**config.mk**
```make
export PLATFORM = sky130hd
export DESIGN_NAME = dbx_plane_sequencer_flat
export DESIGN_NICKNAME = d
export VERILOG_FILES = /design/src/rtl/ebpc_pkg.sv /design/src/rtl/dbx_plane_sequencer_if.sv /design/src/rtl/dbx_plane_sequencer.sv /design/src/flat_wrapper.sv
export SDC_FILE = /design/constraint.sdc
export NUM_CORES = 1
export LEC_CHECK = 0
export ABC_AREA = 1
export CAP_MARGIN = 25
export CORE_AREA = 4 4 215 217
export CTS_CLUSTER_DIAMETER = 60
export DETAILED_ROUTE_END_ITERATION = 10
export DIE_AREA = 0 0 219 221
export PLACE_DENSITY = 0.43
export RECOVER_POWER = 50
export SETUP_SLACK_MARGIN = 0.05
export SYNTH_ARGS = -nofsm -noshare
export SYNTH_HDL_FRONTEND = slang
export SYNTH_SLANG_ARGS = --single-unit
export TNS_END_PERCENT = 50
```
**constraint.sdc**
```tcl
create_clock -name clk_i -period 4.3 [get_ports clk_i]
set_clock_uncertainty 0.05 [all_clocks]
set_input_delay 1.075 -clock clk_i [delete_from_list [all_inputs] [get_ports clk_i]]
set_output_delay 1.075 -clock clk_i [all_outputs]
set_load 0.02 [all_outputs]
```
**src/rtl/ebpc_pkg.sv**
```systemverilog
// Shared EBPC encoder types: token kinds, plane-sequencer states and default widths.
package ebpc_pkg;

    localparam int DATA_W_DEF  = 32;
    localparam int MAX_ZRL_DEF = 16;
    localparam int IDX_W       = $clog2(DATA_W_DEF + 1);
    localparam int LEN_W       = $clog2(MAX_ZRL_DEF + 1);

    typedef enum logic [1:0] {
        TOK_BASE  = 2'd0,
        TOK_ZRL   = 2'd1,
        TOK_PLANE = 2'd2
    } tok_type_e;

    typedef enum logic [1:0] {
        ST_IDLE = 2'd0,
        ST_BASE = 2'd1,
        ST_SCAN = 2'd2
    } state_e;

endpackage

```
**src/rtl/dbx_plane_sequencer_if.sv**
```systemverilog
// Token stream from the plane sequencer to the plane symbol encoder (valid/ready).
interface dbx_plane_sequencer_if #(
    parameter int BLOCK_SIZE = 8,
    parameter int DATA_W     = 32,
    parameter int MAX_ZRL    = 16
);
    import ebpc_pkg::*;

    localparam int IW = $clog2(DATA_W + 1);
    localparam int LW = $clog2(MAX_ZRL + 1);

    logic                  vld;
    logic                  rdy;
    tok_type_e             tok_type;
    logic [DATA_W-1:0]     tok_base;
    logic [BLOCK_SIZE-2:0] tok_dbx;
    logic [BLOCK_SIZE-2:0] tok_dbp;
    logic [IW-1:0]         tok_idx;
    logic [LW-1:0]         tok_len;
    logic                  tok_last;

    modport master (
        output vld, tok_type, tok_base, tok_dbx, tok_dbp, tok_idx, tok_len, tok_last,
        input  rdy
    );

    modport slave (
        input  vld, tok_type, tok_base, tok_dbx, tok_dbp, tok_idx, tok_len, tok_last,
        output rdy
    );

endinterface

```
**src/rtl/dbx_plane_sequencer.sv**
```systemverilog
// Walks one held block from the MSB plane down, emitting BASE, PLANE and zero-run tokens.
//
// state   | meaning
// --------+-----------------------------------------------------------
// IDLE    | no block; outputs quiet, waits for vld_i
// BASE    | presenting the base-value token
// SCAN    | evaluating dbx_i[idx_q]: accumulate zeros, or emit ZRL/PLANE
module dbx_plane_sequencer
    import ebpc_pkg::*;
#(
    parameter int BLOCK_SIZE = 8,
    parameter int DATA_W     = 32,
    parameter int MAX_ZRL    = 16
) (
    input  logic                                clk_i,
    input  logic                                rst_ni,
    input  logic [0:DATA_W][BLOCK_SIZE-2:0]     dbp_i,
    input  logic [0:DATA_W][BLOCK_SIZE-2:0]     dbx_i,
    input  logic [DATA_W-1:0]                   base_i,
    input  logic                                vld_i,
    output logic                                rdy_o,
    dbx_plane_sequencer_if.master               tok
);

    localparam int IW = $clog2(DATA_W + 1);
    localparam int LW = $clog2(MAX_ZRL + 1);

    state_e        state_q, state_d;
    logic [IW-1:0] idx_q, idx_d;
    logic [LW-1:0] zrl_q, zrl_d;
    logic          plane_zero;
    logic          idx_at_0;
    logic          run_full;

    assign plane_zero = ~|dbx_i[idx_q];
    assign idx_at_0   = (idx_q == '0);
    assign run_full   = (int'(zrl_q) + 1) >= MAX_ZRL;

    always_ff @(posedge clk_i or negedge rst_ni) begin
        if (!rst_ni) begin
            state_q <= ST_IDLE;
            idx_q   <= IW'(DATA_W);
            zrl_q   <= '0;
        end else begin
            state_q <= state_d;
            idx_q   <= idx_d;
            zrl_q   <= zrl_d;
        end
    end

    always_comb begin
        state_d      = state_q;
        idx_d        = idx_q;
        zrl_d        = zrl_q;
        rdy_o        = 1'b0;
        tok.vld      = 1'b0;
        tok.tok_type = TOK_BASE;
        tok.tok_base = '0;
        tok.tok_dbx  = '0;
        tok.tok_dbp  = '0;
        tok.tok_idx  = '0;
        tok.tok_len  = '0;
        tok.tok_last = 1'b0;

        unique case (state_q)
            ST_IDLE: begin
                if (vld_i) state_d = ST_BASE;
            end

            ST_BASE: begin
                tok.vld      = 1'b1;
                tok.tok_base = base_i;
                if (tok.rdy) begin
                    idx_d   = IW'(DATA_W);
                    zrl_d   = '0;
                    state_d = ST_SCAN;
                end
            end

            ST_SCAN: begin
                if (plane_zero && !run_full && !idx_at_0) begin
                    // silent accumulate: no token, so rdy is irrelevant here
                    zrl_d = zrl_q + LW'(1);
                    idx_d = idx_q - IW'(1);
                end else if (plane_zero) begin
                    tok.vld      = 1'b1;
                    tok.tok_type = TOK_ZRL;
                    tok.tok_len  = zrl_q + LW'(1);
                    tok.tok_last = idx_at_0;
                    if (tok.rdy) begin
                        zrl_d = '0;
                        if (idx_at_0) begin
                            rdy_o   = 1'b1;
                            state_d = ST_IDLE;
                        end else begin
                            idx_d = idx_q - IW'(1);
                        end
                    end
                end else if (zrl_q != '0) begin
                    // flush the pending run; the nonzero plane is taken next cycle
                    tok.vld      = 1'b1;
                    tok.tok_type = TOK_ZRL;
                    tok.tok_len  = zrl_q;
                    if (tok.rdy) zrl_d = '0;
                end else begin
                    tok.vld      = 1'b1;
                    tok.tok_type = TOK_PLANE;
                    tok.tok_dbx  = dbx_i[idx_q];
                    tok.tok_dbp  = dbp_i[idx_q];
                    tok.tok_idx  = idx_q;
                    tok.tok_last = idx_at_0;
                    if (tok.rdy) begin
                        if (idx_at_0) begin
                            rdy_o   = 1'b1;
                            state_d = ST_IDLE;
                        end else begin
                            idx_d = idx_q - IW'(1);
                        end
                    end
                end
            end

            default: state_d = ST_IDLE;
        endcase
    end

endmodule

```
**src/flat_wrapper.sv**
```systemverilog
// flat-port wrapper written by rule: the top's interface ports become plain ports
module dbx_plane_sequencer_flat import ebpc_pkg::*;
#(
    parameter int BLOCK_SIZE = 8,
    parameter int DATA_W     = 32,
    parameter int MAX_ZRL    = 16
)
  (clk_i, rst_ni, dbp_i, dbx_i, base_i, vld_i, rdy_o, tok_vld, tok_tok_type, tok_tok_base, tok_tok_dbx, tok_tok_dbp, tok_tok_idx, tok_tok_len, tok_tok_last, tok_rdy);
  dbx_plane_sequencer_if #(.BLOCK_SIZE(BLOCK_SIZE), .DATA_W(DATA_W), .MAX_ZRL(MAX_ZRL)) tok_i ();
  input  logic clk_i;
  input  logic rst_ni;
  input  logic [0:DATA_W][BLOCK_SIZE-2:0] dbp_i;
  input  logic [0:DATA_W][BLOCK_SIZE-2:0] dbx_i;
  input  logic [DATA_W-1:0] base_i;
  input  logic vld_i;
  output logic rdy_o;
  output wire logic [$bits(tok_i.vld)-1:0] tok_vld;
  output wire logic [$bits(tok_i.tok_type)-1:0] tok_tok_type;
  output wire logic [$bits(tok_i.tok_base)-1:0] tok_tok_base;
  output wire logic [$bits(tok_i.tok_dbx)-1:0] tok_tok_dbx;
  output wire logic [$bits(tok_i.tok_dbp)-1:0] tok_tok_dbp;
  output wire logic [$bits(tok_i.tok_idx)-1:0] tok_tok_idx;
  output wire logic [$bits(tok_i.tok_len)-1:0] tok_tok_len;
  output wire logic [$bits(tok_i.tok_last)-1:0] tok_tok_last;
  input wire logic [$bits(tok_i.rdy)-1:0] tok_rdy;
  assign tok_vld = tok_i.vld;
  assign tok_tok_type = tok_i.tok_type;
  assign tok_tok_base = tok_i.tok_base;
  assign tok_tok_dbx = tok_i.tok_dbx;
  assign tok_tok_dbp = tok_i.tok_dbp;
  assign tok_tok_idx = tok_i.tok_idx;
  assign tok_tok_len = tok_i.tok_len;
  assign tok_tok_last = tok_i.tok_last;
  assign tok_i.rdy = tok_rdy;
  dbx_plane_sequencer #(.BLOCK_SIZE(BLOCK_SIZE), .DATA_W(DATA_W), .MAX_ZRL(MAX_ZRL)) u_core (.clk_i(clk_i), .rst_ni(rst_ni), .dbp_i(dbp_i), .dbx_i(dbx_i), .base_i(base_i), .vld_i(vld_i), .rdy_o(rdy_o), .tok(tok_i));
endmodule
```
Word level (Yosys, flattened, before mapping):

Index checks and enable logic that the tools add are counted.

* bitwise gates (word level): 1
* $add $sub $neg: 3
* equality and inequality tests: 8
* $lt $le $gt $ge: 2
* muxes and demuxes: 59
* reductions and logical operators: 13

Operator list (number)
* $bmux W7 S6: 2
* $mux W7: 12
* $mux W6: 10
* $mux W5: 8
* $ge A32 B6 Y1 const B: 1
* $mux W32: 1
* $mux W2: 11
* $pmux W6 S2: 1
* $mux W1: 11
* $pmux W5 S2: 1
* $ne A4 B4 Y1 const B: 2
* $ge A7 B7 Y1 const B: 1
* $not A6 Y7: 1
* $reduce_or A7 Y1: 1
* $add A5 B1 Y6 const B: 1
* $logic_not A6 Y1: 1
* $ne A2 B2 Y1 const B: 3
* $pmux W2 S3: 1
* $sub A6 B1 Y6 const B: 1
* $add A5 B1 Y5 const B: 1
* $reduce_bool A5 Y1: 1
* $reduce_and A4 Y1: 1
* $logic_not A1 Y1: 3
* $ne A3 B3 Y1 const B: 1
* other kinds (8): 9

* logic and storage cells: 89
* register bits: 13
* output and inout bits: 62

Longest topological paths before layout:

* word-level depth: 10
* gate-level depth with buffers: 21
* mapped depth without buffers: 19

Least setup slack after synthesis:

Ideal clock, no wire load.

* path type: reg2out
* start: reg u_core.idx_q[0]
* end: out tok_tok_len[2]
* arrival: 2715 ps
* path buffers: 4
* path slack: 460 ps
* stages on the path, launching flop included: 15
* data required time: 3175 ps
* cell sequence: dfrtp_1 inv_2 buf_6 clkbuf_1 clkbuf_1 clkbuf_1 ha_1 nand2_1 nor2_1 inv_1 nor2_1 inv_1 nand3_2 nand2_1 a211oi_1

* longest elaborated chain between the ends: 10
* elaborated cells between the ends (all ways): 13
* classes of those cells: mux (6); bitwise (1); reduce/logical (6)

RTL lines
* from (decl): RTL line dbx_plane_sequencer.sv:29 `logic [IW-1:0] idx_q, idx_d;`
* from (signal assigned): RTL line dbx_plane_sequencer.sv:42 `idx_q <= IW'(DATA_W);`
* from (signal assigned): RTL line dbx_plane_sequencer.sv:46 `idx_q <= idx_d;`
* $not A6 Y7 (implied by the code): RTL line dbx_plane_sequencer.sv:35 `assign plane_zero = ~|dbx_i[idx_q];`
* $bmux W7 S6: RTL line dbx_plane_sequencer.sv:35
* $mux W7 (implied by the code) (2 in a row): RTL line dbx_plane_sequencer.sv:35
* $reduce_or A7 Y1: RTL line dbx_plane_sequencer.sv:35
* $logic_not A1 Y1: RTL line dbx_plane_sequencer.sv:35
* $logic_and A1 B1 Y1 (2 in a row): RTL line dbx_plane_sequencer.sv:81 `if (plane_zero && !run_full && !idx_at_0) begin`
* $mux W5 (*): RTL line dbx_plane_sequencer.sv:81
* $mux W5 (*): RTL line dbx_plane_sequencer.sv:65 `unique case (state_q)`
* to (decl): RTL line flat_wrapper.sv:23 `output wire logic [$bits(tok_i.tok_len)-1:0] tok_tok_len;`

Mark *: on every way between the ends. The rest lies on a longest branch, timed or not. The select of a mux whose other input is x is not followed.

Worst setup path after layout:

* start: in dbx_i[137] in the netlist's numbering
* end: out tok_tok_dbp[6]

* longest elaborated chain between the ends: 9
* elaborated cells between the ends (all ways): 10
* classes of those cells: mux (6); reduce/logical (4)

RTL lines
* from (decl): RTL line flat_wrapper.sv:13 `input logic [0:DATA_W][BLOCK_SIZE-2:0] dbx_i;`
* $bmux W7 S6 (*): RTL line dbx_plane_sequencer.sv:35
* $mux W7 (implied by the code) (*) (2 in a row): RTL line dbx_plane_sequencer.sv:35
* $reduce_or A7 Y1 (*): RTL line dbx_plane_sequencer.sv:35
* $logic_not A1 Y1: RTL line dbx_plane_sequencer.sv:35
* $logic_and A1 B1 Y1 (2 in a row): RTL line dbx_plane_sequencer.sv:81
* $mux W7 (*): RTL line dbx_plane_sequencer.sv:81
* $mux W7 (*): RTL line dbx_plane_sequencer.sv:65
* to (decl): RTL line flat_wrapper.sv:21 `output wire logic [$bits(tok_i.tok_dbp)-1:0] tok_tok_dbp;`

Marked as above.

==> run summary <==
Yosys warns: 0
ANT nets after route: 0
Largest family of logic cells by synthesized area: simple AND/OR/NAND/NOR gates
Total wire length: 49,400 µm
Synth-to-layout area growth: 128%
Final Critical Period: 4.18 ns
Via density: 4.33
Simple-gate share of the synthesized area: 51.5%
# DRC: 0
Final worst-path cycle share: 97.2%
Mux contribution to synthesized area: 0%
Die Width: 219 µm
Nets: 2,397
DRT Pass-1 Iters: 8
Worst hold path type: reg -> reg
Tot Pwr: 7.16 mW
Ports: 560
Setup slack after layout: 0.120 ns
Achievable Freq: 239 MHz
Data arrival, critical path: 3.06 ns
CTS max path bufs: 2
Outcome: complete, no violations
Syn Nets: 1,820
CP required: 3.17 ns
Slew HR: 48.9%
# port buffers: 559
All-Layer GR Usage: 19.2%
Sum Neg Setup Slack: 0 ns
WL per Instance: 19.8 µm
Worst VDD drop: 0.341 mV
Compound-gate portion of the synthesized area: 23.7%
First-pass GRT wire length: 71,100 µm
Proportion of layout cells with a drive suffix above 1: 16.6%
Critical Path End Type: output pin
Post-Synthesis Cells: 1,316
RSZ-0062 raised after global routing: yes
Slew Viols, Final: 0
PwrDens: 513 nW/µm²
Syn Std Cell Area: 6130 µm²
CP Class: in -> out
Initial antenna violation count: 19
Distinct cells, synth: 37
Synth Area in Adders: 1.23%
Starting Density: 13.9%
CTS root buffer: clkbuf_16
Die Y: 221 µm
Dpl ws: -0.817 ns
DRT iter0 DRCs: 599
Post-synthesis xor/xnor area fraction: 0.429%
Min Hold Slack: 0.446 ns
Pleak: 7.37 nW
Final setup viols: 0
Number of global-route vias before repair: 11,200
GRT overflow: 0
Clk sinks: 13
Post-route cell area: 14,000 µm²
Htree depth: 1
Crit Path Max Fanout: 6
Largest net degree at the start of global routing: 101
CTS tree: built
Final RePlAce weighted congestion: 0.892
Post-DP HPWL: 40,400 µm
Worst-path clk slew: 0.04 ns
Post-synthesis register bit count: 13
Post-DP Area: 12,900 µm²
CTS Buf Count: 3
Sequential element share of the synthesized area: 5.33%
Worst slew pin tran: 0.763 ns
Worst-skew pair later-pin latency: 0.24 ns
# Max-Cap Violations: 0
Worst setup SP type: input pin
Rows: 77
Core Box Area: 44,100 µm²
Total die area: 48,400 µm²
Mean post-synth cell area: 4.65 µm²
Vias: 10,800
Final hold vios: 0
## layer usage
layer  global-route usage [%]  routed length, µm  part of all wire, %
met5                        0                 86                 0.17
met4                     5.28               1310                  2.7
met3                     5.36               4030                  8.2
met2                     34.3              24300                   49
met1                     22.3              19700                   40
## placed cells by master, fill, tap and decap left out, types with 9 or more instances in the layout
cell             count
buf_6               10
dlygate4sd3_1       23
nand2_2             53
buf_12              18
diode_2             12
clkdlybuf4s15_1     13
o21ai_0            115
buf_2               10
nand2_4              9
a21oi_1             19
o22ai_1             34
nand3_2             45
nor2_2              11
buf_4               97
dlymetal6s2s_1     103
clkdlybuf4s50_1    299
o221ai_1            23
nor2_1             200
o21ai_2             12
dlygate4sd2_1       92
inv_1              149
nand3_1             82
nand2_1            364
o21ai_1             24
## cell type report
cell class                      instances  area (µm²)
Tap cell                              592         741
Inverter                              162         622
Clock buffer                            4        78.8
Timing Repair Buffer                  670        6760
Antenna cell                           12        30.0
Sequential cell                        13         337
Multi-Input combinational cell       1043        5390
Fill cell                            5045       30200
## Yosys cell counts
cell	count	share of area, %
o22ai_1	34	3.5
a221oi_1	1	0.14
o211ai_1	7	0.86
nand4_1	2	0.20
clkinv_1	1	0.061
o21ai_0	149	12
inv_2	2	0.12
ha_1	6	1.2
a21oi_4	2	0.53
buf_6	7	1.3
dfstp_2	1	0.43
dfrtp_1	12	4.9
a22oi_1	1	0.12
nand3_2	2	0.33
o221ai_1	23	3.3
o21ai_1	2	0.16
nor2_1	215	13
and2_1	1	0.10
buf_1	6	0.37
buf_2	29	2.4
inv_6	1	0.14
clkbuf_1	50	3.1
a31oi_1	10	1.0
a21oi_1	19	1.6
xor2_1	3	0.43
nand2_2	2	0.20
nand2_1	425	26
nor4_1	1	0.10
nor2_8	1	0.33
nor3_1	1	0.082
or2_2	1	0.10
a211oi_1	2	0.25
inv_1	158	9.7
buf_4	6	0.74
nor2_2	2	0.20
a21boi_0	1	0.12
nand3_1	130	11
## report_power, final
group / total, mW / internal [mW] / switching, mW
Combinational: 6.76 / 2.67 / 4.09
Sequential: 0.219 / 0.168 / 0.0510
Clock: 0.176 / 0.125 / 0.0509
## cells by family after synthesis
logic type	after synthesis
flip-flops	13
adder cells (fa/ha/maj)	6
buffers and inverters	260
XOR/XNOR	3
AND/OR/NAND/NOR	783
AO/OA/AOI/OAI	251
## path summary, 6_finish.rpt
| check | start | endpoint | slack (ns) | depth (start not counted) |
|---|---|---|---|---|
| worst max-delay path | dbx_i[137] | tok_tok_dbp[6] | 0.12 | 16 |
| worst min-delay path | u_core.state_q[1] | u_core.state_q[1] | 0.45 | 2 |
| worst max register to register | u_core.idx_q[0] | u_core.zrl_q[3] | 0.98 | 22 |
| worst min register to register | u_core.state_q[1] | u_core.state_q[1] | 0.45 | 2 |
| max in group asynchronous | rst_ni | u_core.idx_q[1] | 2.34 | 1 |
| min in group asynchronous | rst_ni | u_core.zrl_q[1] | 1.30 | 1 |
## flip-flops by register name, indices dropped and copies added (netlist names)
| register | flops |
|---|---|
| u_core.idx_q | 6 |
| u_core.state_q | 2 |
| u_core.zrl_q | 5 |
## metrics by stage
| stage | cells | util, % |
|---|---|---|
| after floorplan | 1316 | - |
| after global routing | 2495 | 31.6 |
| after global placement | 2460 | 29.2 |
| after CTS | 2480 | 30.2 |
| final | 2496 | 31.6 |
| after detailed placement | 2460 | 29.2 |
## worst max-delay path, cell delays in order
cell and delay (ns):
clkdlybuf4s50_1 0.42, o21ai_2 0.18, nand3_1 0.10, nand3_1 0.11, nand2_2 0.07, nand3_2 0.06, nand2_1 0.06, inv_2 0.08
nand2_4 0.07, nor2_8 0.17, clkinv_4 0.10, nand2_8 0.09, buf_12 0.13, buf_8 0.11, a31oi_1 0.04, buf_4 0.17
## what timing repair did
action	CTS	global route
pin swaps	180	128
setup buffers	17	5
gates cloned	1	0
hold buffers	0	0
hold endpoints to repair	0	0
endpoints found under the setup margin	30	30
gates resized for setup	315	210
Note: power is estimated with default switching activity, not from simulation.
